==> src/rtl/fetch_pkg.sv <==
// Shared types and constants for the word-addressed instruction fetch stage.
package fetch_pkg;

    localparam int unsigned PC_W = 32;
    localparam logic [PC_W-1:0] RESET_PC_DEFAULT = 32'h0000_0000;

    typedef enum logic [1:0] {
        REQ   = 2'd0,
        WAIT  = 2'd1,
        DRAIN = 2'd2
    } fetch_state_e;

    // Word addressing: the successor of a PC is simply PC+1, wrapping modulo 2^32.
    function automatic logic [PC_W-1:0] pc_inc(input logic [PC_W-1:0] pc);
        return pc + 32'd1;
    endfunction

endpackage

==> src/rtl/fetch_if.sv <==
// Instruction-memory request/response bus between the fetch stage and memory.
interface fetch_if;
    import fetch_pkg::*;

    logic            imem_req;
    logic [PC_W-1:0] imem_addr;
    logic            imem_ready;
    logic            imem_rvalid;
    logic [31:0]     imem_rdata;

    modport master (
        output imem_req,
        output imem_addr,
        input  imem_ready,
        input  imem_rvalid,
        input  imem_rdata
    );

    modport slave (
        input  imem_req,
        input  imem_addr,
        output imem_ready,
        output imem_rvalid,
        output imem_rdata
    );

endinterface

==> src/rtl/fetch_next_pc.sv <==
// Combinational next-PC select: branch beats jump, otherwise sequential PC+1.
module fetch_next_pc
    import fetch_pkg::*;
(
    input  logic [PC_W-1:0] pc,
    input  logic            branch_taken,
    input  logic [PC_W-1:0] branch_target,
    input  logic            jump,
    input  logic [PC_W-1:0] jump_target,
    output logic [PC_W-1:0] pc_plus1,
    output logic [PC_W-1:0] next_pc,
    output logic            redirect
);

    always_comb begin
        pc_plus1 = pc_inc(pc);
        redirect = branch_taken || jump;
        next_pc  = pc_plus1;
        if (branch_taken) begin
            next_pc = branch_target;
        end else if (jump) begin
            next_pc = jump_target;
        end
    end

endmodule

==> src/rtl/fetch_stage.sv <==
// Instruction fetch stage: owns the PC, keeps one memory request in flight and
// registers each returned word into the IF/ID output.
module fetch_stage
    import fetch_pkg::*;
#(
    parameter logic [PC_W-1:0] RESET_PC = RESET_PC_DEFAULT
) (
    input  logic            clk,
    input  logic            reset,
    input  logic            stall_in,
    input  logic            branch_taken,
    input  logic [PC_W-1:0] branch_target,
    input  logic            jump,
    input  logic [PC_W-1:0] jump_target,
    fetch_if.master         imem,
    output logic            if_valid,
    output logic [31:0]     if_instr,
    output logic [PC_W-1:0] if_pc,
    output logic [PC_W-1:0] if_next_pc
);

    fetch_state_e    state_q;
    logic [PC_W-1:0] pc_q;
    logic            if_valid_q;
    logic [31:0]     if_instr_q;
    logic [PC_W-1:0] if_pc_q;
    logic [PC_W-1:0] if_next_pc_q;

    logic [PC_W-1:0] pc_plus1;
    logic [PC_W-1:0] pc_d;
    logic            redirect;
    logic            handshake;

    fetch_next_pc u_next_pc (
        .pc            (pc_q),
        .branch_taken  (branch_taken),
        .branch_target (branch_target),
        .jump          (jump),
        .jump_target   (jump_target),
        .pc_plus1      (pc_plus1),
        .next_pc       (pc_d),
        .redirect      (redirect)
    );

    // Never request while a stalled instruction is parked in IF/ID, so a
    // response always finds the output register free.
    assign imem.imem_req  = (state_q == REQ) && !(if_valid_q && stall_in);
    assign imem.imem_addr = pc_q;
    assign handshake      = imem.imem_req && imem.imem_ready;

    always_ff @(posedge clk) begin
        if (reset) begin
            state_q      <= REQ;
            pc_q         <= RESET_PC;
            if_valid_q   <= 1'b0;
            if_instr_q   <= '0;
            if_pc_q      <= '0;
            if_next_pc_q <= '0;
        end else begin
            if (if_valid_q && !stall_in) begin
                if_valid_q <= 1'b0;
            end

            unique case (state_q)
                REQ: begin
                    if (handshake) begin
                        state_q <= redirect ? DRAIN : WAIT;
                    end
                end
                WAIT: begin
                    if (redirect) begin
                        state_q <= imem.imem_rvalid ? REQ : DRAIN;
                    end else if (imem.imem_rvalid) begin
                        if_instr_q   <= imem.imem_rdata;
                        if_pc_q      <= pc_q;
                        if_next_pc_q <= pc_plus1;
                        if_valid_q   <= 1'b1;
                        pc_q         <= pc_plus1;
                        state_q      <= REQ;
                    end
                end
                DRAIN: begin
                    // The wrong-path response retires the only outstanding
                    // request; a redirect in the same cycle has already moved pc.
                    if (imem.imem_rvalid) begin
                        state_q <= REQ;
                    end
                end
                default: state_q <= REQ;
            endcase

            if (redirect) begin
                pc_q       <= pc_d;
                if_valid_q <= 1'b0;
            end
        end
    end

    assign if_valid   = if_valid_q;
    assign if_instr   = if_instr_q;
    assign if_pc      = if_pc_q;
    assign if_next_pc = if_next_pc_q;

endmodule
==> src/flat_wrapper.sv <==
// flat-port wrapper written by rule: the top's interface ports become plain ports
module fetch_stage_flat import fetch_pkg::*;
#(
    parameter logic [PC_W-1:0] RESET_PC = RESET_PC_DEFAULT
)
  (clk, reset, stall_in, branch_taken, branch_target, jump, jump_target, if_valid, if_instr, if_pc, if_next_pc, imem_imem_req, imem_imem_addr, imem_imem_ready, imem_imem_rvalid, imem_imem_rdata);
  fetch_if imem_i ();
  input  logic clk;
  input  logic reset;
  input  logic stall_in;
  input  logic branch_taken;
  input  logic [PC_W-1:0] branch_target;
  input  logic jump;
  input  logic [PC_W-1:0] jump_target;
  output logic if_valid;
  output logic [31:0] if_instr;
  output logic [PC_W-1:0] if_pc;
  output logic [PC_W-1:0] if_next_pc;
  output wire logic [$bits(imem_i.imem_req)-1:0] imem_imem_req;
  output wire logic [$bits(imem_i.imem_addr)-1:0] imem_imem_addr;
  input wire logic [$bits(imem_i.imem_ready)-1:0] imem_imem_ready;
  input wire logic [$bits(imem_i.imem_rvalid)-1:0] imem_imem_rvalid;
  input wire logic [$bits(imem_i.imem_rdata)-1:0] imem_imem_rdata;
  assign imem_imem_req = imem_i.imem_req;
  assign imem_imem_addr = imem_i.imem_addr;
  assign imem_i.imem_ready = imem_imem_ready;
  assign imem_i.imem_rvalid = imem_imem_rvalid;
  assign imem_i.imem_rdata = imem_imem_rdata;
  fetch_stage #(.RESET_PC(RESET_PC)) u_core (.clk(clk), .reset(reset), .stall_in(stall_in), .branch_taken(branch_taken), .branch_target(branch_target), .jump(jump), .jump_target(jump_target), .imem(imem_i), .if_valid(if_valid), .if_instr(if_instr), .if_pc(if_pc), .if_next_pc(if_next_pc));
endmodule
==> config.mk <==
export PLATFORM = sky130hd
export DESIGN_NAME = fetch_stage_flat
export DESIGN_NICKNAME = d
export VERILOG_FILES = /design/src/rtl/fetch_pkg.sv /design/src/rtl/fetch_if.sv /design/src/rtl/fetch_next_pc.sv /design/src/rtl/fetch_stage.sv /design/src/flat_wrapper.sv
export SDC_FILE = /design/constraint.sdc
export NUM_CORES = 1
export LEC_CHECK = 0
export CAP_MARGIN = 20
export CORE_MARGIN = 8
export CORE_UTILIZATION = 45
export DETAILED_ROUTE_END_ITERATION = 16
export PLACE_DENSITY = 0.81
export REMOVE_ABC_BUFFERS = 1
export SYNTH_ARGS = -nofsm -noshare
export SYNTH_HDL_FRONTEND = slang
export SYNTH_HIERARCHICAL = 1
export SYNTH_SLANG_ARGS = --single-unit
==> constraint.sdc <==
create_clock -name clk -period 3.4 [get_ports clk]
set_input_delay 0.85 -clock clk [delete_from_list [all_inputs] [get_ports clk]]
set_output_delay 0.85 -clock clk [all_outputs]
set_load 0.05 [all_outputs]
# Word level (Yosys, flattened, before mapping)
# Index checks and enable logic that the tools add are counted.
# Widths: inputs -> output; s select.
dict set report word_totals {
  regBits 131
}
dict set report op_classes {
  addsub 1
  n_eq_ne 3
  n_mux 14
  bitwise_logic 1
  n_reduce_logical 13
}
# op n
set op_table {}
lappend op_table {{$mux 32} 5}
lappend op_table {{$add 32x1->32 const B} 1}
lappend op_table {{$mux 2} 5}
lappend op_table {{$pmux 2 s3} 1}
lappend op_table {{$logic_and 1x1->1} 4}
lappend op_table {{$reduce_bool 2->1} 2}
lappend op_table {{$mux 1} 3}
lappend op_table {{$reduce_and 3->1} 1}
lappend op_table {{$eq 2x1->1 const B} 1}
lappend op_table {{$eq 2x2->1 const B} 1}
lappend op_table {{$logic_not 1->1} 2}
lappend op_table {{$logic_not 2->1} 1}
lappend op_table {{$ne 2x1->1 const B} 1}
lappend op_table {{$reduce_and 2->1} 1}
lappend op_table {{$reduce_or 2->1} 1}
lappend op_table {{$logic_or 1x1->1} 1}
lappend op_table {{$not 1->1} 1}

# Depth between registers and ports, before layout
dict set report logic_depth {
  ltp_word 6
  ltp_mapped 10
  ltp_nobuf 8
}

# Modules after synthesis
# Netlist, hierarchy kept.
# module n_inst cells_per_inst area_each_um2
set modules_own_cells {}
lappend modules_own_cells {fetch_stage 1 615 4997.3}
lappend modules_own_cells {fetch_next_pc 1 196 1437.6}

# Least setup slack after synthesis
# Ideal clock, no wire load.
dict set report synth_timing {
  path_type {input -> output}
  startpoint {input port stall_in}
  endpoint {output port imem_imem_req}
  t_arrival_ns 2.053
  required_ns 2.550
  setup_slack_ns 0.497
  path_stages 1
  n_path_buf 0
  path_cell_list {a211oi_1}
}
dict set report synth_between {
  elab_chain_len 3
}
# element line
set synth_rtl {}
lappend synth_rtl {{start, declared} flat_wrapper.sv:10} ;# input logic stall_in;
lappend synth_rtl {{$logic_and 1x1->1} fetch_stage.sv:47} ;# assign imem.imem_req = (state_q == REQ) && !(if_valid_q && stall_in);
lappend synth_rtl {{$logic_not 1->1} fetch_stage.sv:47}
lappend synth_rtl {{$logic_and 1x1->1} fetch_stage.sv:47}
lappend synth_rtl {{end, declared} flat_wrapper.sv:19} ;# output wire logic [$bits(imem_i.imem_req)-1:0] imem_imem_req;
# No other way between the ends.

# Worst setup path after layout
dict set report layout_timing {
  startpoint {register u_core.pc_q[6], in the netlist u_core/imem.imem_addr[6]}
  endpoint {output port imem_imem_addr[6]}
}
# element line
set layout_lines {}
lappend layout_lines {{start, declared} fetch_stage.sv:23} ;# logic [PC_W-1:0] pc_q;
lappend layout_lines {{start signal, assigned} fetch_stage.sv:78} ;# pc_q <= pc_plus1;
lappend layout_lines {{start signal, assigned} fetch_stage.sv:93} ;# pc_q <= pc_d;
lappend layout_lines {{end, declared} flat_wrapper.sv:20} ;# output wire logic [$bits(imem_i.imem_addr)-1:0] imem_imem_addr;
# No word-level cell between the ends.

==> results.md <==
- The minimum period implied by the final worst setup slack is 2.76 ns.
- The first detailed-routing pass took 5 iterations.
- The via count of the first global-routing pass came to 6159.
- For this run, the total global-route usage over all layers was measured as 21.7%.
- The clock-pin slew of the registers on the worst-case setup and hold paths is 0.06 ns.
- The floorplan step defined a core boundary enclosing 0.0139 mm².
- The synthesized area per cell is 7.93 µm².
- The hold violation count in the final report was 0.
- The largest fanout on the critical path is 10.
- Power comes to 4.13 mW.
- Cell internal power was estimated by the tool at 3.05 mW.
- In this run, synthesis produced a sequential element count of 131.
- Counting the buffers created by CTS gives 17.
- The switching power is 1.08 mW.
- At the pin with the least slew margin, the transition time is 0.576 ns.
- The first global-routing pass estimated 32200 µm of wire.
- During placement, the flow inserted port buffers numbering 232.
- The initial DRC count is 389.
- The post-route antenna net violation count is 0.
- Dividing the final minimum period by the clock period gives 81.1%.
- STA classifies the critical path endpoint as a primary output.
- The count of unresolved DRC violations after routing is 0.
- In this run the deepest clock path goes through 2 buffers.
- The number of antenna diodes in the final layout is 0.
- For this configuration, the core starts out at a cell density of 46.2%.
- The final layout contains routed wiring with a total length of 20500 µm.
- The area growth from synthesis to layout is 46.4%.
- The die is 136 µm wide.
- The switching portion of total power is 26.1%.
- The clock insertion delay at the later pin of the skew report is 0.42 ns.
- The total via count after detailed routing is 6447.
- In this run the tightest slew margin relative to its limit is 61.5%.
- Broken down by cell family, the worst path's largest delay share belongs to buffers and inverters.
- The share of the core filled with cells in the final layout is 67.6%.
- The total of endpoints with negative setup slack in the final report is 0.
- The portion of total power attributed to the clock network is 45.5%.
- Once the clock tree was built, the resizer swapped 0 gates to a different size.
- The number of placed instances, taps included, is 1176.
- The worst path meets setup with 0.641 ns of slack.
- The largest individual stage delay along the critical path comes from the cell clkdlybuf4s50_1.
- In this run the power density over the cells is 438 mW/mm².
- The total I/O pin count is 233.
- The share of synthesized registers carrying an async set or reset is 0%.
- Traced cell by cell, the critical path runs through clkdlybuf4s50_1.
- Entering global routing, the biggest net connects 52 pins.
- Per report_power, the combinational group accounts for 14.6% of the total.
- The prevailing post-synth register cell is dfxtp_1.
- The reported max-cap violation count is 0.
- Data on the critical path is required at its endpoint by 2.55 ns.
- The deepest level of the CTS H-tree is 4.
- The critical path in this run is classified as reg2out.
- Setup repair after global routing left no endpoint under its margin.
- Once the clock tree was built, the setup fixing pass inserted 0 buffers.
- The TritonCTS clock tree is yes.
- The cell area after synthesis is 0.00643 mm².
- Of the post-synthesis cell area, the dominant cell type holds 40.8%.
- The clock root buffer is clkbuf_16.
- The count of yosys warnings during synthesis is 6.
- The type of element launching the critical path is a flip-flop.
- The biggest cell delay along the critical path is 0.90 ns.
- The final total negative setup slack is 0 ns.
- The HPWL after detailed placement is 14400 µm.
- The mean number of vias per cell is 5.34.
- Per report_power, the sequential group accounts for 39.9% of the total.
- For the final database, setup skew stands at 0.00934 ns.
- The cell count after synthesis is 811.
- The arrival time of the worst setup path is 1.91 ns.
- The average wire per standard cell is 17.0 µm.
- The leakage power of the design is 3.52 nW.
- Sorting the synthesized cells by area gives the leading types as dfxtp_1, nand2_1, a21oi_1, a221oi_1, mux2i_1.
- The layout net count is 1119.
- The fmax is 362 MHz.
- The setup slack at placement is 0.582 ns.
- The overall die area is 0.0184 mm².
- The sequential cell area fraction in the yosys report is 40.8%.
- Counting every sink on the clock net gives 131.
- Together, buffers and inverters on the worst path number 1.
- The count of final max-slew check failures is 0.
- The number of antenna violations at the first check in global routing is 0.
- The biggest area contributor in the post-synthesis netlist is dfxtp_1.
- The worst vdd rail ir drop is 0.000271 V.
- In the final layout, the share of cells above drive strength 1 is 9.82%.
- The run finished with clean final reports.
- The count of non-filler cells in the finished layout is 1208.
- In this run the worst hold path is classified as reg2reg.
- The post-cts hold buffer count is 0.
- The number of enable flip-flop cells after synthesis is 0.
- The final global-route overflow total is 0.
- The number of different library cells used by synthesis comes to 54.
- From bottom edge to top edge, the die measures 136 µm.
- The final weighted congestion in routability-driven placement is 0.774.
- The floorplan has 43 rows.
[power by group through the flow]
stage,Sequential [mW],Clock [mW],Combinational (mW)
6_report,1.65,1.88,0.601
5_1_grt,1.66,1.98,0.642
4_1_cts,1.65,1.91,0.602
3_5_place_dp,1.68,0,0.599
3_3_place_gp,1.68,0,0.592
2_1_floorplan,1.78,0,0.192
[metrics by stage]
step                      cell area (µm²)  hold WS, ns
after floorplan                      6070        0.515
after global placement               8820        0.440
after detailed placement             8820        0.445
after CTS                            9420        0.453
after global routing                 9420        0.467
final                                9420        0.451
[layer usage]
layer | GRT usage, % | wire length (µm)
met1 | 25.4 | 8510
met2 | 35.9 | 9900
met3 | 8.31 | 1750
met4 | 6.48 | 331
met5 | 0 | 0
[kinds of logic after synthesis]
family                     share of synthesized area (%)
AOI/OAI and AO/OA                                   20.9
buffers and inverters                               7.78
and+or+nand+nor                                     23.2
DFF                                                 40.8
adders and majority gates                          0.194
muxes                                               2.35
xor gates and xnor gates                            4.78
[synth_stat cells (9+ instances only)]
cell and count:
inv_1 36, o21ai_0 10, nand2_2 12, a221oi_1 29, a21oi_1 119, and3_1 10, buf_2 16, mux2i_1 14
clkbuf_1 34, dfxtp_1 131, nand4_1 9, xnor2_1 14, xor2_1 10, a21oi_2 10, nand2_1 238
[cells in the final DEF (no fill, tap or decap), drive strengths merged, types with 8 or more instances in the layout]
cell type	count
nand3	9
clkbuf	22
mux2i	14
and3	10
o22ai	8
nand4	12
xor2	10
dfxtp	131
and4	8
o21ai	12
clkdlybuf4s50	229
a221oi	32
inv	37
xnor2	20
buf	23
nand2	250
a21oi	129
[worst reg2reg max path, stage by stage, from the launching register on]
cell and delay [ns]:
dfxtp_1 0.52, ha_1 0.32, and2_1 0.28, nand3_4 0.20
nor4_2 0.36, xor2_1 0.29, a21o_1 0.15, inv_1 0.04
a221oi_1 0.26
[final cells by class]
class                           instances  area (µm²)
Multi-Input combinational cell        576        3330
Fill cell                            1180        4510
Inverter                               37         139
Sequential cell                       131        2620
Clock inverter                         10         130
Clock buffer                           22         474
Tap cell                              180         225
Timing Repair Buffer                  252        2500
[worst paths after layout]
kind                            start                        end  slack (ns)  cells past startpoint
min reg2reg          u_core/if_pc[10]           u_core/if_pc[10]        0.45                      2
max reg2reg  u_core/imem.imem_addr[0]  u_core/imem.imem_addr[28]        0.89                      8
max          u_core/imem.imem_addr[6]          imem_imem_addr[6]        0.64                      1
min                  u_core/if_pc[10]           u_core/if_pc[10]        0.45                      2
[registers in the layout, indices dropped and copies added (netlist names)]
name,flops
u_core/state_q,2
u_core/imem.imem_addr,32
u_core/if_pc,32
u_core/if_next_pc,32
u_core/if_valid,1
u_core/if_instr,32
Note: power is estimated with default switching activity, not from simulation.
